==> config.mk <==
export PLATFORM = sky130hd
export DESIGN_NAME = seq_chunk_addsub
export DESIGN_NICKNAME = d
export VERILOG_FILES = /design/src/rtl/addsub_pkg.sv /design/src/rtl/rca_slice.sv /design/src/rtl/seq_chunk_addsub.sv
export SDC_FILE = /design/constraint.sdc
export NUM_CORES = 1
export LEC_CHECK = 0
export ABC_CLOCK_PERIOD_IN_PS = 2650
export BUFFER_PORTS_ARGS = -buffer_cell sky130_fd_sc_hd__clkbuf_2
export CORE_MARGIN = 2
export CORE_UTILIZATION = 25
export DETAILED_ROUTE_END_ITERATION = 10
export PLACE_DENSITY = 0.47
export SLEW_MARGIN = 20
export SYNTH_ARGS = -nofsm -noshare
export SYNTH_HDL_FRONTEND = slang
export SYNTH_HIERARCHICAL = 1
export SYNTH_SLANG_ARGS = --single-unit
export TNS_END_PERCENT = 50
==> constraint.sdc <==
create_clock -name clk -period 2.65 [get_ports clk]
set_input_delay 0.265 -clock clk [delete_from_list [all_inputs] [get_ports clk]]
set_output_delay 0.265 -clock clk [all_outputs]
set_load 0.01 [all_outputs]
==> src/rtl/addsub_pkg.sv <==
// Shared types and helpers for the chunked sequential adder/subtractor.
package addsub_pkg;

  typedef enum logic [1:0] {
    IDLE = 2'd0,
    RUN  = 2'd1,
    DONE = 2'd2
  } state_e;

  // Width of a counter that must hold values 0..n-1; never narrower than one bit.
  function automatic int unsigned cnt_width(input int unsigned n);
    return (n <= 1) ? 1 : $clog2(n);
  endfunction

endpackage

==> src/rtl/rca_slice.sv <==
// Combinational CHUNK-bit ripple-carry adder built from full-adder cells.
module rca_slice #(
  parameter int unsigned CHUNK = 4
) (
  input  logic [CHUNK-1:0] i_a,
  input  logic [CHUNK-1:0] i_b,
  input  logic             i_cin,
  output logic [CHUNK-1:0] o_sum,
  output logic             o_cout,
  output logic             o_c_top
);

  logic [CHUNK:0] w_c;

  assign w_c[0] = i_cin;

  for (genvar i = 0; i < CHUNK; i++) begin : g_fa
    assign o_sum[i]  = i_a[i] ^ i_b[i] ^ w_c[i];
    assign w_c[i+1]  = (i_a[i] & i_b[i]) | (w_c[i] & (i_a[i] ^ i_b[i]));
  end

  assign o_cout  = w_c[CHUNK];
  // Carry into the top bit; XOR with o_cout gives signed overflow.
  assign o_c_top = w_c[CHUNK-1];

endmodule

==> src/rtl/seq_chunk_addsub.sv <==
// Multi-cycle adder/subtractor: WIDTH bits processed CHUNK bits per clock, LSB first,
// with valid/ready handshakes on both sides.
module seq_chunk_addsub
  import addsub_pkg::*;
#(
  parameter int unsigned WIDTH = 16,
  parameter int unsigned CHUNK = 4
) (
  input  logic             clk,
  input  logic             reset,
  input  logic             in_valid,
  output logic             in_ready,
  input  logic [WIDTH-1:0] a,
  input  logic [WIDTH-1:0] b,
  input  logic             sub,
  input  logic             cin,
  output logic             out_valid,
  input  logic             out_ready,
  output logic [WIDTH-1:0] s,
  output logic             cout,
  output logic             ovf
);

  localparam int unsigned NCHUNK = WIDTH / CHUNK;
  localparam int unsigned CW     = cnt_width(NCHUNK);

  if (CHUNK == 0 || WIDTH % CHUNK != 0) begin : g_bad_chunk
    $fatal(1, "seq_chunk_addsub: CHUNK must be nonzero and divide WIDTH");
  end

  state_e           r_state;
  logic [CW-1:0]    r_cnt;
  logic [WIDTH-1:0] r_op_a;
  logic [WIDTH-1:0] r_op_b;
  logic             r_carry;
  logic [WIDTH-1:0] r_s;
  logic             r_cout;
  logic             r_ovf;

  logic [CHUNK-1:0] w_sum;
  logic             w_cout;
  logic             w_c_top;
  logic [WIDTH-1:0] w_s_next;

  rca_slice #(
    .CHUNK(CHUNK)
  ) u_slice (
    .i_a    (r_op_a[CHUNK-1:0]),
    .i_b    (r_op_b[CHUNK-1:0]),
    .i_cin  (r_carry),
    .o_sum  (w_sum),
    .o_cout (w_cout),
    .o_c_top(w_c_top)
  );

  // Result fills from the top so the LSB chunk lands at bit 0 after NCHUNK steps.
  if (CHUNK == WIDTH) begin : g_single
    assign w_s_next = w_sum;
  end else begin : g_multi
    assign w_s_next = {w_sum, r_s[WIDTH-1:CHUNK]};
  end

  always_ff @(posedge clk) begin
    if (reset) begin
      r_state <= IDLE;
      r_cnt   <= '0;
      r_op_a  <= '0;
      r_op_b  <= '0;
      r_carry <= 1'b0;
      r_s     <= '0;
      r_cout  <= 1'b0;
      r_ovf   <= 1'b0;
    end else begin
      unique case (r_state)
        IDLE: begin
          if (in_valid) begin
            r_op_a  <= a;
            r_op_b  <= b ^ {WIDTH{sub}};
            r_carry <= cin ^ sub;
            r_cnt   <= '0;
            r_state <= RUN;
          end
        end
        RUN: begin
          r_op_a  <= r_op_a >> CHUNK;
          r_op_b  <= r_op_b >> CHUNK;
          r_s     <= w_s_next;
          r_carry <= w_cout;
          r_cnt   <= r_cnt + CW'(1);
          if (r_cnt == CW'(NCHUNK - 1)) begin
            r_cout  <= w_cout;
            r_ovf   <= w_c_top ^ w_cout;
            r_state <= DONE;
          end
        end
        DONE: begin
          if (out_ready) r_state <= IDLE;
        end
        default: r_state <= IDLE;
      endcase
    end
  end

  assign in_ready  = (r_state == IDLE);
  assign out_valid = (r_state == DONE);
  assign s         = r_s;
  assign cout      = r_cout;
  assign ovf       = r_ovf;

endmodule
==> impl_results.md, run 1 <==
- Status: finished, final reports clean
- Post-route clock period utilization: 81.1%
- Post-route DRC: 0
- Internal Pwr Total: 0.00119 W
- Clock Tree Root: clkbuf_8
- Switching Fraction: 28.6%
- Drt first pass iters: 4
- Max-Cap Viols: 0
- Clock period minus worst slack: 2150 ps
- PortBufs: 57
- Net Sw Power: 0.000479 W
- Synth top area share: 44.4%
- Power Density: 569 nW/um^2
- GRT busiest layer: met2
- M2 GR Usage: 16.5%
- CTS tree: built
- Number of buffers created by CTS: 5
- Setup ws final: 500 ps
- Largest net degree at the start of global routing: 56
- Critical path, cell by cell: fa_1 > inv_1 > fa_1 > fa_1 > inv_1 > fa_1 > xor2_1 > nand3_1 > a21oi_1
- H-Tree Depth: 2
- Routability congestion estimate from global placement: 0.706
- Worst slew pin tran: 928 ps
- Max stage delay on crit path: 380 ps
- Critical path fanouts, max: 3
- Worst setup SP type: register
- Worst Setup SP: r_op_b[0]
- IO Count: 58
- Vias in the first global route: 1942
- DR vias/cell: 4.39
- Top-count cell post-synth: dfxtp_1
- Number of flops mapped to enable cells by yosys: 0
- Antenna cells: 0
- Final clock skew: 7.51 ps
- Die area: 10700 um^2
- M1 GR Usage: 15.3%
- LEAKAGE: 1.15 nW
- Most used DFF post-synth: dfxtp_1
- Met3 Track Usage GR: 2.83%
- Chip width: 104 um
- Die extent in y: 104 um
- CP dominant cell by count: fa_1
- First-pass GRT wire length: 9.62 mm
- Initial antenna violation count: 0
- Drt initial violations: 115
- Critical path data required time: 2890 ps
- Logic pwr share: 15.9%
- Register area share after synthesis: 44.4%
- Final setup viols: 0
- Total gr overflow: 0
- Worst-skew pair later-pin latency: 310 ps
- Via count: 2027
- Warnings, synthesis: 6
- Area Overhead vs Synth: 18.7%
- Fin nets: 371
- Per-cell routed wire length: 12.2 um
- Worst hold path startpoint: a[12]
- DP HPWL: 3.81 mm
- # fillers: 1078
- Gr usage total: 10.9%
- Hold Path Class: in -> reg
- Clock buffer depth: 2
- Reg clk slew, reported paths: 110 ps
- Gate Count Post-Synth: 284
- Routed wire length: 5.62 mm
- ANT nets after route: 0
- Synth Cell Area: 2480 um^2
- Peak Freq: 0.465 GHz
- R2r startpoint: r_op_b[0]
- CTS Sinks: 55
- Rel. slew slack: 38.1%
- RSZ-0062 raised after global routing: no
- Synthesized flop and latch total: 55
- Row count: 36
- CP max stage cell: dfxtp_1
- WS Path Type: reg -> reg
- Core area: 9680 um^2
- Syn nets: 327
- Post-synth ARST share: 0%
- Place WS: 532 ps
- Share of layout cells above drive strength 1: 23.1%
- Worst VDD drop: 0.233 mV
- Sequential power share: 54.6%
- Post-CTS Setup Inserts: 0
- Final Hold Fails: 0
- Fin Setup TNS: 0 ps
- Post-route cell area: 2940 um^2
- Critical Path End Type: register
- Ranking of synthesized cells by instance count: dfxtp_1, nand2_1, a21oi_1, nor2_1, a22oi_1
- Max Slew Vio Count: 0
- Hold-fix buffers, CTS: 0
- Area leader, netlist: dfxtp_1
- CP delay by family, top: adder cells
- Arrival time worst endpoint: 2390 ps
- Post-synthesis cell type count: 28
- Synth Area per Inst: 8.72 um^2
- CP bufs+invs: 2
- Top cells by area, synth: dfxtp_1, a22oi_1, a21oi_1
- Clk network pwr share: 29.5%
- Placed Area: 2850 um^2
- Tot Pwr: 0.00167 W
- Post-CTS sizing: 0
- Initial core utilization: 25.6%
==> path summary, 6_finish.rpt <==
path | to | slack [ps] | cells past startpoint
worst max-delay path | ovf | 500 | 9
worst min-delay path | r_op_a[12] | 190 | 3
worst max register to register | ovf | 500 | 9
worst min register to register | s[3] | 460 | 2
==> registers in the layout (all words and copies together) (netlist names) <==
| register | cells |
|---|---|
| r_op_b | 16 |
| r_state | 2 |
| ovf | 1 |
| r_op_a | 16 |
| s | 16 |
| r_cnt | 2 |
| cout | 1 |
| r_carry | 1 |
==> cell type report <==
class	count	area [um^2]	area share, %
well taps	133	166	5.66
flip-flops and latches	55	1100	37.4
multi-input cells	196	1230	41.8
repair buffers	61	315	10.7
clock buffers	5	68.8	2.34
inverters	9	33.8	1.15
clock inverters	3	27.5	0.936
==> stage by stage <==
stage / instances / hold slack [ps] / utilization (%)
2_1_floorplan: 284 / 413 / -
3_3_place_gp: 454 / 442 / 29.4
3_5_place_dp: 454 / 449 / 29.4
4_1_cts: 462 / 187 / 30.4
5_1_grt: 462 / 208 / 30.4
6_report: 462 / 193 / 30.4
==> power groups by stage <==
stage                     logic (W)  registers [W]  clock network [W]
after CTS                  0.000272       0.000914           0.000515
after floorplan            0.000197       0.000926                  0
after detailed placement   0.000271       0.000932                  0
after global routing       0.000309       0.000920           0.000538
after global placement     0.000271       0.000931                  0
final                      0.000265       0.000913           0.000494
==> cell usage in the layout (no fill, tap or decap), types with 2 or more instances in the layout <==
| master | count |
|---|---|
| clkbuf_2 | 57 |
| fa_1 | 4 |
| nand2b_1 | 14 |
| nor3_1 | 12 |
| a22oi_1 | 22 |
| o22ai_2 | 2 |
| xor2_1 | 5 |
| dfxtp_1 | 55 |
| clkbuf_8 | 5 |
| buf_4 | 4 |
| nand3_1 | 2 |
| or3b_1 | 12 |
| xnor2_1 | 13 |
| nor2_1 | 24 |
| nand2_1 | 34 |
| inv_1 | 9 |
| o22ai_1 | 11 |
| a21oi_1 | 32 |
==> worst min-delay path, cell delays in order <==
cell and delay, ps:
clkbuf_2 80, a22oi_1 50, nor2_1 80
==> logic make-up after synthesis <==
logic type | after synthesis | share of synthesized area [%]
compound gates | 70 | 18.1
xor+xnor | 18 | 6.36
fa+ha+maj | 5 | 3.74
buf+inv | 33 | 6.06
flops | 55 | 44.4
simple gates | 103 | 21.3
==> per-layer routing <==
| metal | up-vias | share of wire (%) |
|---|---|---|
| met3 | 4 | 4.6 |
| met2 | 44 | 45 |
| met4 | 0 | 0.80 |
| met5 | - | 0 |
| met1 | 929 | 49 |
| li1 | 1050 | - |
Power figures use the tool's default switching activity.
==> inputs of run 2 (changes only) <==
--- a/config.mk
+++ b/config.mk
@@ -5,7 +5,8 @@
 export SDC_FILE = /design/constraint.sdc
 export NUM_CORES = 1
 export LEC_CHECK = 0
-export ABC_CLOCK_PERIOD_IN_PS = 2650
+export ABC_AREA = 1
+export ABC_CLOCK_PERIOD_IN_PS = 2000
 export BUFFER_PORTS_ARGS = -buffer_cell sky130_fd_sc_hd__clkbuf_2
 export CORE_MARGIN = 2
 export CORE_UTILIZATION = 25
==> constraint.sdc (replaced) <==
create_clock -name clk -period 2 [get_ports clk]
set_input_delay 0.2 -clock clk [delete_from_list [all_inputs] [get_ports clk]]
set_output_delay 0.2 -clock clk [all_outputs]
set_load 0.01 [all_outputs]
==> impl_results.md, run 2 <==
- Status: finished, violations left
- Failing checks: negative setup slack
- CP dominant cell by count: fa_2
- Worst-skew pair later-pin latency: 310 ps (about the same)
- Hold Path Class: in -> reg
- ANT nets after route: 0 (unchanged)
- Synth top area share: 40.8% (-3.6 points)
- CTS Sinks: 55 (unchanged)
- CP bufs+invs: 2 (unchanged)
- Clock buffer depth: 2 (unchanged)
- Warnings, synthesis: 6 (unchanged)
- Max stage delay on crit path: 420 ps (+40 ps)
- Synth Cell Area: 2700 um^2 (+8.8%)
- Number of buffers created by CTS: 5 (unchanged)
- Post-route cell area: 3230 um^2 (+9.9%)
- Core area: 10400 um^2 (+7.6%)
- Final setup viols: 1 (+1)
- Clock period minus worst slack: 2040 ps (-109 ps)
- Worst slew pin tran: 443 ps (-484 ps)
- CTS tree: built
- Placed Area: 3100 um^2 (+9.0%)
- Max Slew Vio Count: 0 (unchanged)
- Gr usage total: 11.8% (+0.91 points)
- Initial antenna violation count: 0 (unchanged)
- Row count: 37 (+2.8%)
- Drt first pass iters: 4 (unchanged)
- Area Overhead vs Synth: 19.9%
- CP delay by family, top: adder cells
- Clock Tree Root: clkbuf_8
- Antenna cells: 0 (unchanged)
- Post-synthesis cell type count: 19 (-32%)
- DR vias/cell: 4.17 (-5.0%)
- Critical path, cell by cell: fa_2 > inv_2 > fa_2 > fa_2 > inv_2 > fa_2 > o21ai_1 > nor2_1
- FF/Latch Area: 1100 um^2 (+0.34%)
- Synth Area per Inst: 6.54 um^2 (-25%)
- Final clock skew: 10.3 ps (+2.84 ps)
- Top-count cell post-synth: nand2_1
- Area of the multi-input gates: 1300 um^2 (+5.6%)
- Routed wire length: 6.53 mm (+16%)
- Via count: 2522 (+24%)
- Routability congestion estimate from global placement: 0.761 (+7.7%)
- Drt initial violations: 110 (-4.3%)
- Synthesized flop and latch total: 55 (unchanged)
- Power Density: 698 nW/um^2 (+23%)
- Worst setup SP type: register
- Top cells by area, synth: dfxtp_1, nand2_1, nor2_1
- Post-route DRC: 0 (unchanged)
- Initial core utilization: 25.9% (+0.30 points)
- Setup ws final: -41.2 ps (-541 ps)
- Vias in the first global route: 2393 (+23%)
- Post-synth ARST share: 0% (unchanged)
- Fin nets: 511 (+38%)
- Peak Freq: 0.490 GHz (+5.3%)
- Most used DFF post-synth: dfxtp_1
- Rel. slew slack: 70.4% (+32 points)
- IO Count: 58 (unchanged)
- Largest net degree at the start of global routing: 34 (-39%)
- CP max stage cell: fa_2
- H-Tree Depth: 2 (unchanged)
- Register area share after synthesis: 40.8% (-3.6 points)
- Area leader, netlist: dfxtp_1
- Post-route clock period utilization: 102% (+21 points)
- Ranking of synthesized cells by instance count: nand2_1, nor2_1, dfxtp_1, nand3_1, inv_1
- Die extent in y: 108 um (+4.2%)
- Hold-fix buffers, CTS: 0 (unchanged)
- Util after Layout: 31.0% (+0.65 points)
- Per-cell routed wire length: 10.8 um (-11%)
- DP HPWL: 4.52 mm (+19%)
- Max-Cap Viols: 0 (unchanged)
- # fillers: 1166 (+8.2%)
- Reg clk slew, reported paths: 100 ps (about the same)
- LEAKAGE: 1.65 nW (+43%)
- Number of flops mapped to enable cells by yosys: 0 (unchanged)
- Chip width: 108 um (+4.2%)
- PortBufs: 57 (unchanged)
- Gate Count Post-Synth: 412 (+45%)
- Leading cell type in the layout, fill and taps excluded: nand2_1
- Syn nets: 455 (+39%)
- Worst VDD drop: 0.284 mV (+22%)
- First-pass GRT wire length: 11.0 mm (+15%)
- Hold_ws: 110 ps (-83.6 ps)
- Most frequent cells in the layout: nand2_1, nor2_1, clkbuf_2
- Share of layout cells above drive strength 1: 20.0% (-3.1 points)
- Total gr overflow: 0 (unchanged)
- RSZ-0062 raised after global routing: yes
- Critical Path End Type: register
- Final Hold Fails: 0 (unchanged)
- Critical path fanouts, max: 2 (-1)
- Die area: 11600 um^2 (+8.5%)
- Critical path data required time: 2200 ps (-690 ps)
- Arrival time worst endpoint: 2240 ps (-150 ps)
- WS Path Type: reg -> reg
- Fin Setup TNS: -41.2 ps (-41.2 ps)
==> run 2: tightest hold or removal path, stage by stage <==
cell	delay, ps
clkbuf_2	80
nand2_1	50
a21oi_1	50
==> run 2: routing by layer <==
layer / track usage (%) / up-vias / part of all wire [%]
met5: 0 / - / 0
met4: 2.47 / 0 / 0.69
met3: 2.54 / 5 / 4.3
met2: 20.1 / 49 / 45
met1: 15.2 / 1106 / 50
li1: - / 1362 / -
==> run 2: cells by family after synthesis <==
family,after synthesis,synth area share (%)
compound gates,31,5.85
xor+xnor,5,1.62
fa+ha+maj,5,3.43
buf+inv,71,11.6
flops,55,40.8
simple gates,245,36.7
==> run 2: where the power goes <==
part           total, W  switching [W]  leakage (nW)  internal [W]
clock          0.000603       0.000357        0.0412      0.000246
combinational  0.000431       0.000262          1.16      0.000169
sequential      0.00122      0.0000471         0.453       0.00117
total           0.00225       0.000666          1.65       0.00159
==> run 2: layout make-up <==
type | instances | share of cell area [%]
Multi-Input combinational cell | 286 | 40.1
Tap cell | 136 | 5.27
Clock buffer | 6 | 2.25
Inverter | 49 | 5.69
Timing Repair Buffer | 71 | 12.1
Sequential cell | 55 | 34.2
Clock inverter | 2 | 0.387
==> run 2: metrics by stage <==
stage               cells  power [W]  setup slack [ps]
floorplan             412    0.00153             -30.7
global placement      593    0.00167             -92.3
detailed placement    593    0.00168              -126
CTS                   605    0.00230             -50.2
global route          605    0.00241              -141
finish                605    0.00225             -41.2
==> run 2: path summary, 6_finish.rpt <==
kind | startpoint | to | slack, ps | depth (start not counted)
max reg2reg | r_carry | s[15] | -40 | 8
min | a[15] | r_op_a[15] | 110 | 3
min reg2reg | r_cnt[0] | r_cnt[0] | 470 | 1
max | r_carry | s[15] | -40 | 8
==> run 2: repair_timing <==
action	CTS	global route
cloned	0	0
setup buffers	4	0
resized for setup	8	1
endpoints found under the setup margin	3	4
endpoints found under the hold margin	0	0
pin swaps	5	0
==> inputs of run 3 (changes only) <==
--- a/config.mk
+++ b/config.mk
@@ -6,12 +6,13 @@
 export NUM_CORES = 1
 export LEC_CHECK = 0
 export ABC_AREA = 1
-export ABC_CLOCK_PERIOD_IN_PS = 2000
+export ABC_CLOCK_PERIOD_IN_PS = 2280
 export BUFFER_PORTS_ARGS = -buffer_cell sky130_fd_sc_hd__clkbuf_2
 export CORE_MARGIN = 2
 export CORE_UTILIZATION = 25
 export DETAILED_ROUTE_END_ITERATION = 10
 export PLACE_DENSITY = 0.47
+export REMOVE_ABC_BUFFERS = 1
 export SLEW_MARGIN = 20
 export SYNTH_ARGS = -nofsm -noshare
 export SYNTH_HDL_FRONTEND = slang
==> constraint.sdc (replaced) <==
create_clock -name clk -period 2.28 [get_ports clk]
set_input_delay 0.228 -clock clk [delete_from_list [all_inputs] [get_ports clk]]
set_output_delay 0.228 -clock clk [all_outputs]
set_load 0.01 [all_outputs]
==> impl_results.md, run 3 (synthesized netlist as in run 2, its figures left out) <==
- Area Overhead vs Synth: 18.9%
- PortBufs: 57 (unchanged)
- Hold-fix buffers, CTS: 0 (unchanged)
- Peak Freq: 0.473 GHz (-3.5%)
- Worst slew pin tran: 537 ps (+93.2 ps)
- Initial core utilization: 25.9% (unchanged)
- ANT nets after route: 0 (unchanged)
- R2R depth: 9 (+1)
- Clock Tree Root: clkbuf_8
- Number of buffers created by CTS: 5 (unchanged)
- Cells on Worst Hold Path: 3 (unchanged)
- Arrival time worst endpoint: 2320 ps (+80 ps)
- Critical Path End Type: register
- Post-CTS sizing: 0 (-8)
- Largest net degree at the start of global routing: 31 (-8.8%)
- Total gr overflow: 0 (unchanged)
- DP HPWL: 4.40 mm (-2.6%)
- Critical R2R Capture: ovf
- Fin Setup TNS: 0 ps (+41.2 ps)
- Fin nets: 505 (-1.2%)
- Power Density: 659 nW/um^2 (-5.5%)
- Most frequent cells in the layout: nand2_1, nor2_1, clkbuf_2
- Worst setup SP type: register
- Per-cell routed wire length: 10.9 um (+0.85%)
- Die extent in y: 108 um (unchanged)
- R2r startpoint: r_op_a[0]
- Via count: 2556 (+1.3%)
- First-pass GRT wire length: 11.2 mm (+1.3%)
- Final clock skew: 8.52 ps (-1.83 ps)
- Hold Path Class: in -> reg
- R2R Setup Slk: 170 ps (+210 ps)
- H-Tree Depth: 2 (unchanged)
- Worst VDD drop: 0.240 mV (-15%)
- Routed wire length: 6.52 mm (-0.15%)
- CTS Sinks: 55 (unchanged)
- CTS tree: built
- Drt initial violations: 146 (+33%)
- Clock buffer depth: 2 (unchanged)
- Max-Cap Viols: 0 (unchanged)
- DR vias/cell: 4.27 (+2.4%)
- Worst hold path startpoint: a[15]
- Chip width: 108 um (unchanged)
- Leading cell type in the layout, fill and taps excluded: nand2_1
- Worst-skew pair later-pin latency: 300 ps (about the same)
- Clock period minus worst slack: 2110 ps (+73.6 ps)
- Critical path data required time: 2480 ps (+280 ps)
- Critical path fanouts, max: 3 (+1)
- Post-route clock period utilization: 92.8% (-9.3 points)
- Row count: 37 (unchanged)
- IO Count: 58 (unchanged)
- Antenna cells: 0 (unchanged)
- Die area: 11600 um^2 (unchanged)
- Post-route DRC: 0 (unchanged)
- Max Slew Vio Count: 0 (unchanged)
- Core area: 10400 um^2 (unchanged)
- Drt first pass iters: 4 (unchanged)
- WS Path Type: reg -> reg
- Hold Path Sink: r_op_a[15]
- Post-CTS Setup Inserts: 0 (-4)
- Final Hold Fails: 0 (unchanged)
- Gr usage total: 12.0% (+0.27 points)
- Status: finished, final reports clean
- Rel. slew slack: 64.2% (-6.2 points)
- LEAKAGE: 1.64 nW (-0.47%)
- Final setup viols: 0 (-1)
- Initial antenna violation count: 0 (unchanged)
- Vias in the first global route: 2464 (+3.0%)
- Hold_ws: 137 ps (+27.2 ps)
- Share of layout cells above drive strength 1: 17.7% (-2.3 points)
- Reg clk slew, reported paths: 100 ps (about the same)
- Routability congestion estimate from global placement: 0.717 (-5.8%)
- RSZ-0062 raised after global routing: no
-- run 3: cell types whose count changed in the layout (fill, tap and decap cells not counted) --
| cell | change |
|---|---|
| o21ai_0 | +1 |
| bufinv_16 | +1 |
| inv_2 | -2 |
| a21oi_1 | +1 |
| clkbuf_1 | -1 |
| clkbuf_8 | +1 |
| inv_1 | +2 |
| clkinvlp_4 | -1 |
| fa_2 | -4 |
| buf_4 | -6 |
| a21oi_2 | -1 |
| fa_1 | +4 |
| o21ai_1 | -1 |
-- run 3: per-stage QoR --
step | power [W] | cell area, um^2 | util [%] | std cells | worst slack [ps]
3_5_place_dp | 0.00147 | 3080 | 29.6 | 591 | 128
3_3_place_gp | 0.00146 | 3080 | 29.6 | 591 | 152
2_1_floorplan | 0.00131 | 2570 | - | 390 | 206
6_report | 0.00211 | 3210 | 30.8 | 599 | 165
4_1_cts | 0.00215 | 3200 | 30.7 | 599 | 80.5
5_1_grt | 0.00226 | 3210 | 30.8 | 599 | 13.4
-- run 3: area by class of cell --
| class | count | area (um^2) |
|---|---|---|
| Fill cell | 1185 | 7210 |
| Multi-Input combinational cell | 286 | 1280 |
| Sequential cell | 55 | 1100 |
| Timing Repair Buffer | 65 | 345 |
| Inverter | 49 | 184 |
| Tap cell | 136 | 170 |
| Clock buffer | 6 | 82.6 |
| Clock inverter | 2 | 35.0 |
-- run 3: worst max-delay path: stages (launching register included) --
cell and delay (ps):
dfxtp_2 340, fa_1 420, inv_1 70, fa_1 180, fa_1 160, inv_1 60, fa_1 420, xor2_1 170
o21ai_0 140, nor2_1 50
-- run 3: where the power goes --
group | internal, W | total, W | leakage, nW | switching [W]
combinational | 0.000141 | 0.000368 | 1.13 | 0.000227
clock | 0.000356 | 0.000676 | 0.0612 | 0.000320
sequential | 0.00103 | 0.00107 | 0.453 | 0.0000396
-- run 3: worst max path at each step --
stage / start / endpoint / slack [ps] / cells past startpoint
after floorplan: r_op_a[0] / s[15] / 210 / 8
after global placement: r_op_a[0] / s[15] / 150 / 8
after detailed placement: r_op_a[0] / s[15] / 130 / 8
after CTS: r_op_a[0] / s[15] / 80 / 8
after global routing: r_op_a[0] / s[15] / 10 / 8
final: r_op_a[0] / ovf / 170 / 9
-- run 3: routing by layer --
metal,vias to the layer above,share of wire [%],global-route usage [%]
met5,-,0,0
met1,1154,46,14.5
met3,2,4.9,2.85
met4,0,0.40,2.66
li1,1349,-,-
met2,51,49,21.6
